--- src/rtl/div.sv ---
// Multi-cycle restoring divider for DIV/DIVU: 32 shift-subtract steps on a
// 65-bit working register, with start/annul handshake to the EX stage.
module div (
  input  logic        cpu_clk_50M,
  input  logic        cpu_rst,
  input  logic        signed_div_i,
  input  logic [31:0] div_opdata1_i,
  input  logic [31:0] div_opdata2_i,
  input  logic        div_start_i,
  input  logic        annul_i,
  output logic [63:0] div_result_o,
  output logic        div_ready_o
);

  typedef enum logic [1:0] {FREE, BYZERO, ON, END} state_t;

  state_t      state, state_n;
  logic [5:0]  cnt, cnt_n;
  logic [64:0] work, work_n;
  logic [31:0] divisor, divisor_n;
  logic        neg1, neg1_n, neg2, neg2_n;
  logic [63:0] result_n;
  logic        ready_n;

  logic [32:0] sub;
  logic [31:0] mag1, mag2, q_mag, r_mag, q_fix, r_fix;
  logic        op1_neg, op2_neg;

  always_comb begin
    // Trial subtraction of the divisor from the current partial remainder
    sub     = {1'b0, work[63:32]} - {1'b0, divisor};
    op1_neg = signed_div_i & div_opdata1_i[31];
    op2_neg = signed_div_i & div_opdata2_i[31];
    mag1    = op1_neg ? (~div_opdata1_i + 32'd1) : div_opdata1_i;
    mag2    = op2_neg ? (~div_opdata2_i + 32'd1) : div_opdata2_i;
    q_mag   = work[31:0];
    r_mag   = work[64:33];
    q_fix   = (neg1 ^ neg2) ? (~q_mag + 32'd1) : q_mag;
    r_fix   = neg1 ? (~r_mag + 32'd1) : r_mag;

    state_n   = state;
    cnt_n     = cnt;
    work_n    = work;
    divisor_n = divisor;
    neg1_n    = neg1;
    neg2_n    = neg2;
    result_n  = div_result_o;
    ready_n   = div_ready_o;

    case (state)
      FREE: begin
        result_n = '0;
        ready_n  = 1'b0;
        if (div_start_i && !annul_i) begin
          neg1_n    = op1_neg;
          neg2_n    = op2_neg;
          divisor_n = mag2;
          work_n    = {32'd0, mag1, 1'b0};
          cnt_n     = 6'd0;
          state_n   = (div_opdata2_i == 32'd0) ? BYZERO : ON;
        end
      end
      BYZERO: begin
        result_n = '0;
        ready_n  = 1'b0;
        state_n  = (annul_i || !div_start_i) ? FREE : END;
      end
      ON: begin
        if (annul_i || !div_start_i) begin
          state_n  = FREE;
          result_n = '0;
          ready_n  = 1'b0;
        end else if (cnt != 6'd32) begin
          work_n = sub[32] ? {work[63:0], 1'b0} : {sub[31:0], work[31:0], 1'b1};
          cnt_n  = cnt + 6'd1;
        end else begin
          result_n = {r_fix, q_fix};
          ready_n  = 1'b1;
          state_n  = END;
        end
      end
      END: begin
        if (annul_i || !div_start_i) begin
          state_n  = FREE;
          result_n = '0;
          ready_n  = 1'b0;
        end else begin
          ready_n = 1'b1;
        end
      end
      default: begin
        state_n  = FREE;
        result_n = '0;
        ready_n  = 1'b0;
      end
    endcase
  end

  always_ff @(posedge cpu_clk_50M) begin
    if (cpu_rst) begin
      state        <= FREE;
      cnt          <= '0;
      work         <= '0;
      divisor      <= '0;
      neg1         <= 1'b0;
      neg2         <= 1'b0;
      div_result_o <= '0;
      div_ready_o  <= 1'b0;
    end else begin
      state        <= state_n;
      cnt          <= cnt_n;
      work         <= work_n;
      divisor      <= divisor_n;
      neg1         <= neg1_n;
      neg2         <= neg2_n;
      div_result_o <= result_n;
      div_ready_o  <= ready_n;
    end
  end

endmodule

--- config.mk ---
export PLATFORM = sky130hd
export DESIGN_NAME = div
export DESIGN_NICKNAME = d
export VERILOG_FILES = /design/src/rtl/div.sv
export SDC_FILE = /design/constraint.sdc
export NUM_CORES = 1
export LEC_CHECK = 0
export ABC_AREA = 1
export BUFFER_PORTS_ARGS = -buffer_cell sky130_fd_sc_hd__buf_2
export CAP_MARGIN = 0
export CORE_MARGIN = 5
export CORE_UTILIZATION = 55
export DETAILED_ROUTE_END_ITERATION = 7
export PLACE_DENSITY = 0.82
export SYNTH_ARGS = -nofsm -noshare
export SYNTH_HDL_FRONTEND = slang
export SYNTH_SLANG_ARGS = --single-unit
export TNS_END_PERCENT = 30
--- constraint.sdc ---
create_clock -name cpu_clk_50M -period 5.7 [get_ports cpu_clk_50M]
set_clock_uncertainty 0.05 [all_clocks]
set_input_delay 1.14 -clock cpu_clk_50M [delete_from_list [all_inputs] [get_ports cpu_clk_50M]]
set_output_delay 1.14 -clock cpu_clk_50M [all_outputs]
set_load 0.01 [all_outputs]
# == After elaboration in Yosys (flattened, before gate mapping) ==
# Cells that the tools add are included.
# word_totals
reg_bits,172
input_bits,69
out_inout_bits,65
wordCells,70
# classes
n_addsub,6
n_eq_ne,9
mux,28
bitwise_logic,7
reduce_logical,12
# op_table
cell,n
$mux W65,4
$mux W64,3
$pmux W64 S3,1
$pmux W65 S2,1
$add A32 B1 Y32 const B,4
$mux W32,4
$not A32 Y32,4
$sub A32 B32 Y33,1
$logic_not A32 Y1,1
$mux W6,3
$mux W2,6
$pmux W6 S2,1
$ne A2 B2 Y1 const B,4
$pmux W2 S4,1
$add A6 B1 Y6 const B,1
$ne A6 B6 Y1 const B,1
$eq A2 B2 Y1 const B,2
$reduce_and A2 Y1,2
$reduce_and A4 Y1,1
$mux W1,3
$ne A3 B3 Y1 const B,1
$pmux W1 S3,1
$reduce_and A3 Y1,1
$and A1 B1 Y1,2
other kinds (8),9

# == Depth between registers and ports, before layout ==
# logic_depth
depth_word,6
mapped_depth,17
mapped_depth_nobuf,16

# == Worst setup path after synthesis ==
# OpenSTA, ideal clock, no wires.
# synth_path
kind,input-to-reg
startpoint,in div_opdata2_i[0]
endpoint,reg divisor[16]
setup_ns,0.115
arrival_time_ns,2.416
required_time_ns,5.535
slack_ns,3.118
path_stages,11
path_buffers,0
cell_sequence,inv_1 > ha_1 > nand3_1 > or2_1 > nor2_2 > nand2_1 > nor2_1 > nor2_1 > xor2_1 > o21ai_0 > inv_1
# synth_between
elab_chain_len,3
# synth_lines
element,line,source
from (decl),8,"input logic [31:0] div_opdata2_i,"
$not A32 Y32,35,mag2 = op2_neg ? (~div_opdata2_i + 32'd1) : div_opdata2_i;
$add A32 B1 Y32,35,
$mux W32,35,
to (signal assigned),113,divisor <= divisor_n;
to (decl),20,"logic [31:0] divisor, divisor_n;"
# Every way passes these cells.
# A chain may end at the register's enable or synchronous reset.

# == Worst setup path in the final report ==
# layout_path
startpoint,reg state[0]
endpoint,reg work[64]
# layout_between
elab_chain_len,3
elab_cells_between_ends,8
cone_classes,eq/ne: 4; mux: 1; reduce/logical: 3
# layout_lines
element,line,source
from (decl),17,"state_t state, state_n;"
from (signal assigned),110,state <= state_n;
$eq A2 B2 Y1 / $logic_not A2 Y1 (equally long branches),50,case (state)
$ne A2 B2 Y1 (no line) / $reduce_bool A2 Y1 (equally long branches),--,
$reduce_and A4 Y1 (no line),--,
to (signal assigned),112,work <= work_n;
to (decl),19,"logic [64:0] work, work_n;"
# Parallel ways exist; a longest one is shown, timed or not.

==> impl_metrics.env <==
export IMPL_cts_resized=0
export IMPL_drtAntennaViolNets=0
export IMPL_p_per_area_mw_per_mm2=325
export IMPL_critPathBufInv=6
export IMPL_critPathRequiredTime_ns=6.02
export IMPL_hp_class="register to register"
export IMPL_dr_pass1_iters=8
export IMPL_antenna_found_initial=0
export IMPL_drc=0
export IMPL_critPathMaxStageDelay_ns=0.84
export IMPL_cts_sinks=172
export IMPL_root_buffer="clkbuf_16"
export IMPL_seq_area_frac_synth=0.266
export IMPL_synth_area_mm2=0.0129
export IMPL_grt_pass1_wl_mm=61.1
export IMPL_min_period_ns=3.51
export IMPL_clk_latency_ns=0.45
export IMPL_fp_dieArea_mm2=0.0267
export IMPL_postSynth_asyncResetShare=0
export IMPL_grt_ovfl_total=0
export IMPL_cts_setup_buffers=0
export IMPL_grt_usage=0.278
export IMPL_syn_nets=2277
export IMPL_pre_cts_ws_ns=2.23
export IMPL_min_to="div_result_o[55]"
export IMPL_maxCapViolations=0
export IMPL_placementRows=56
export IMPL_wl_per_cell_um=14.5
export IMPL_max_slew_margin=0.365
export IMPL_die_h_um=163
export IMPL_layout_setup_ws_ns=2.19
export IMPL_startpoint_type="register"
export IMPL_start_util=0.554
export IMPL_grt_pass1_vias=12411
export IMPL_regToRegEndpoint="work[64]"
export IMPL_ys_warn_count=0
export IMPL_r2r_cells=11
export IMPL_drive_above_1_share=0.118
export IMPL_dp_hpwl_mm=28.8
export IMPL_finalSetupViolations=0
export IMPL_diodes=0
export IMPL_worst_ir_drop_vdd_mv=0.179
export IMPL_fmax_ghz=0.285
export IMPL_tns_ns=0
export IMPL_cts_tree="done"
export IMPL_rsz0062_at_grt="no"
export IMPL_cp_end_kind="register"
export IMPL_worstSetupPathType="register to register"
export IMPL_worst_pin_slew_ns=0.947
export IMPL_vias_per_cell=5.41
export IMPL_worstHoldStart="div_result_o[55]"
export IMPL_final_cell_mix="624 x nand2_1, 302 x inv_1, 219 x nand3_1"
export IMPL_synthFlopType="dfxtp_1"
export IMPL_fin_util=0.613
export IMPL_crit_chain="inv_1 -> ha_1 -> buf_4 -> clkinv_1 -> nand2_1 -> nand2_1 -> buf_4 -> inv_2 -> buf_4 -> nand2_1 -> a21oi_2"
export IMPL_fin_hold_ws_ns=0.413
export IMPL_portBuffers=133
export IMPL_arrival_ns=3.83
export IMPL_slowest_stage="clkinv_1"
export IMPL_areaGrowthSynthToFinish_pct=10.5
export IMPL_avgSynthCellArea_um2=5.97
export IMPL_dp_cells=2549
export IMPL_clk_path_buf_depth=2
export IMPL_leakagePower_nw=7.21
export IMPL_vias=13951
export IMPL_place_congestion=0.971
export IMPL_synthDistinctLibCells=46
export IMPL_status="finished clean"
export IMPL_drt_initial_drc_count=1275
export IMPL_core_area_mm2=0.0233
export IMPL_crit_family="buffers and inverters"
export IMPL_final_hold_violation_count=0
export IMPL_num_io_pins=134
export IMPL_cts_made_buffers=17
export IMPL_htreeDepth=4
export IMPL_ys_ff_latch=172
export IMPL_clk_pin_slew_ns=0.08
export IMPL_holdBufCountCts=0
export IMPL_synth_edff_count=0
export IMPL_stdcell_count=2581
export IMPL_period_share=0.615
export IMPL_reg2reg_from="state[0]"
export IMPL_syn_inst=2165
export IMPL_grt_max_degree=67
export IMPL_rrSetupSlack_ns=2.19
export IMPL_nNetsFinal=2361
export IMPL_crit_fanout=61
export IMPL_routed_wl_mm=37.3
export IMPL_worstHoldPathCells=2
export IMPL_slew_violations=0
export IMPL_die_w_um=163
export IMPL_final_common_cell="nand2_1"
==> worst min-delay path: stages, from the launching register on <==
cell	delay, ns
dfxtp_1	0.31
nand2_1	0.06
a21oi_1	0.05
==> per-stage QoR <==
step	power, mW	instance area [µm²]
floorplan	2.99	12900
global placement	3.42	13700
detailed placement	3.46	13700
CTS	4.61	14300
global route	4.96	14300
finish	4.65	14300
==> logic make-up (layout without fill, tap and decap cells) <==
group	count (synthesis)	after routing	share of synthesized area
and+or+nand+nor	1116	1116	0.376
adders and majority gates	43	43	0.0422
AOI/OAI and AO/OA	379	379	0.157
buffers and inverters	399	496	0.121
xor gates and xnor gates	56	56	0.0379
DFF	172	172	0.266
==> power breakdown <==
part / switching, mW / internal [mW] / leakage (nW)
clock network: 0.579 / 0.582 / 0.278
registers: 0.131 / 1.33 / 1.40
logic: 1.40 / 0.627 / 5.53
==> area by class of cell <==
| cell class | count | area (µm²) |
|---|---|---|
| Fill cell | 2351 | 9030 |
| Inverter | 323 | 1210 |
| Multi-Input combinational cell | 1594 | 7940 |
| Tap cell | 319 | 399 |
| Clock inverter | 15 | 150 |
| Sequential cell | 172 | 3440 |
| Timing Repair Buffer | 141 | 728 |
| Clock buffer | 17 | 425 |
==> registers in the layout, summed over array words and instances, names as in the netlist <==
register	cells
div_result_o	64
work	65
neg1	1
state	2
div_ready_o	1
neg2	1
cnt	6
divisor	32
==> per-layer routing <==
metal / vias up / track usage / wire length, µm
met5: - / 0 / 0
li1: 7098 / - / -
met3: 79 / 0.0431 / 3220
met4: 0 / 0.0987 / 1120
met1: 6180 / 0.408 / 17700
met2: 594 / 0.415 / 15300
==> worst max path at each step <==
stage          depth (start not counted)        startpoint               end
2_1_floorplan                         11  div_opdata2_i[0]       divisor[16]
6_report                              11          state[0]          work[64]
3_3_place_gp                          12       div_start_i  div_result_o[55]
4_1_cts                               11          state[0]          work[64]
3_5_place_dp                          12       div_start_i  div_result_o[56]
5_1_grt                               11          state[0]          work[64]
==> cell usage after synthesis (7+ instances only) <==
library cell,count,share of area
nand3_1,219,0.085
o21ai_1,9,0.0035
nor2_4,8,0.0070
o21ai_0,111,0.043
a21oi_1,214,0.083
clkbuf_1,44,0.013
nor2_2,10,0.0048
nor2_1,154,0.045
buf_2,22,0.0085
nand4_1,27,0.013
or2_2,13,0.0063
inv_1,302,0.088
inv_2,16,0.0046
ha_1,42,0.041
nor3_1,19,0.0074
nand2_1,624,0.18
dfxtp_1,172,0.27
xnor2_1,15,0.010
nand2_2,19,0.0092
xor2_1,41,0.028
a21oi_2,11,0.0074
nand3b_1,7,0.0041
o211ai_1,9,0.0052
No activity file was read; power rests on OpenSTA's default activity.
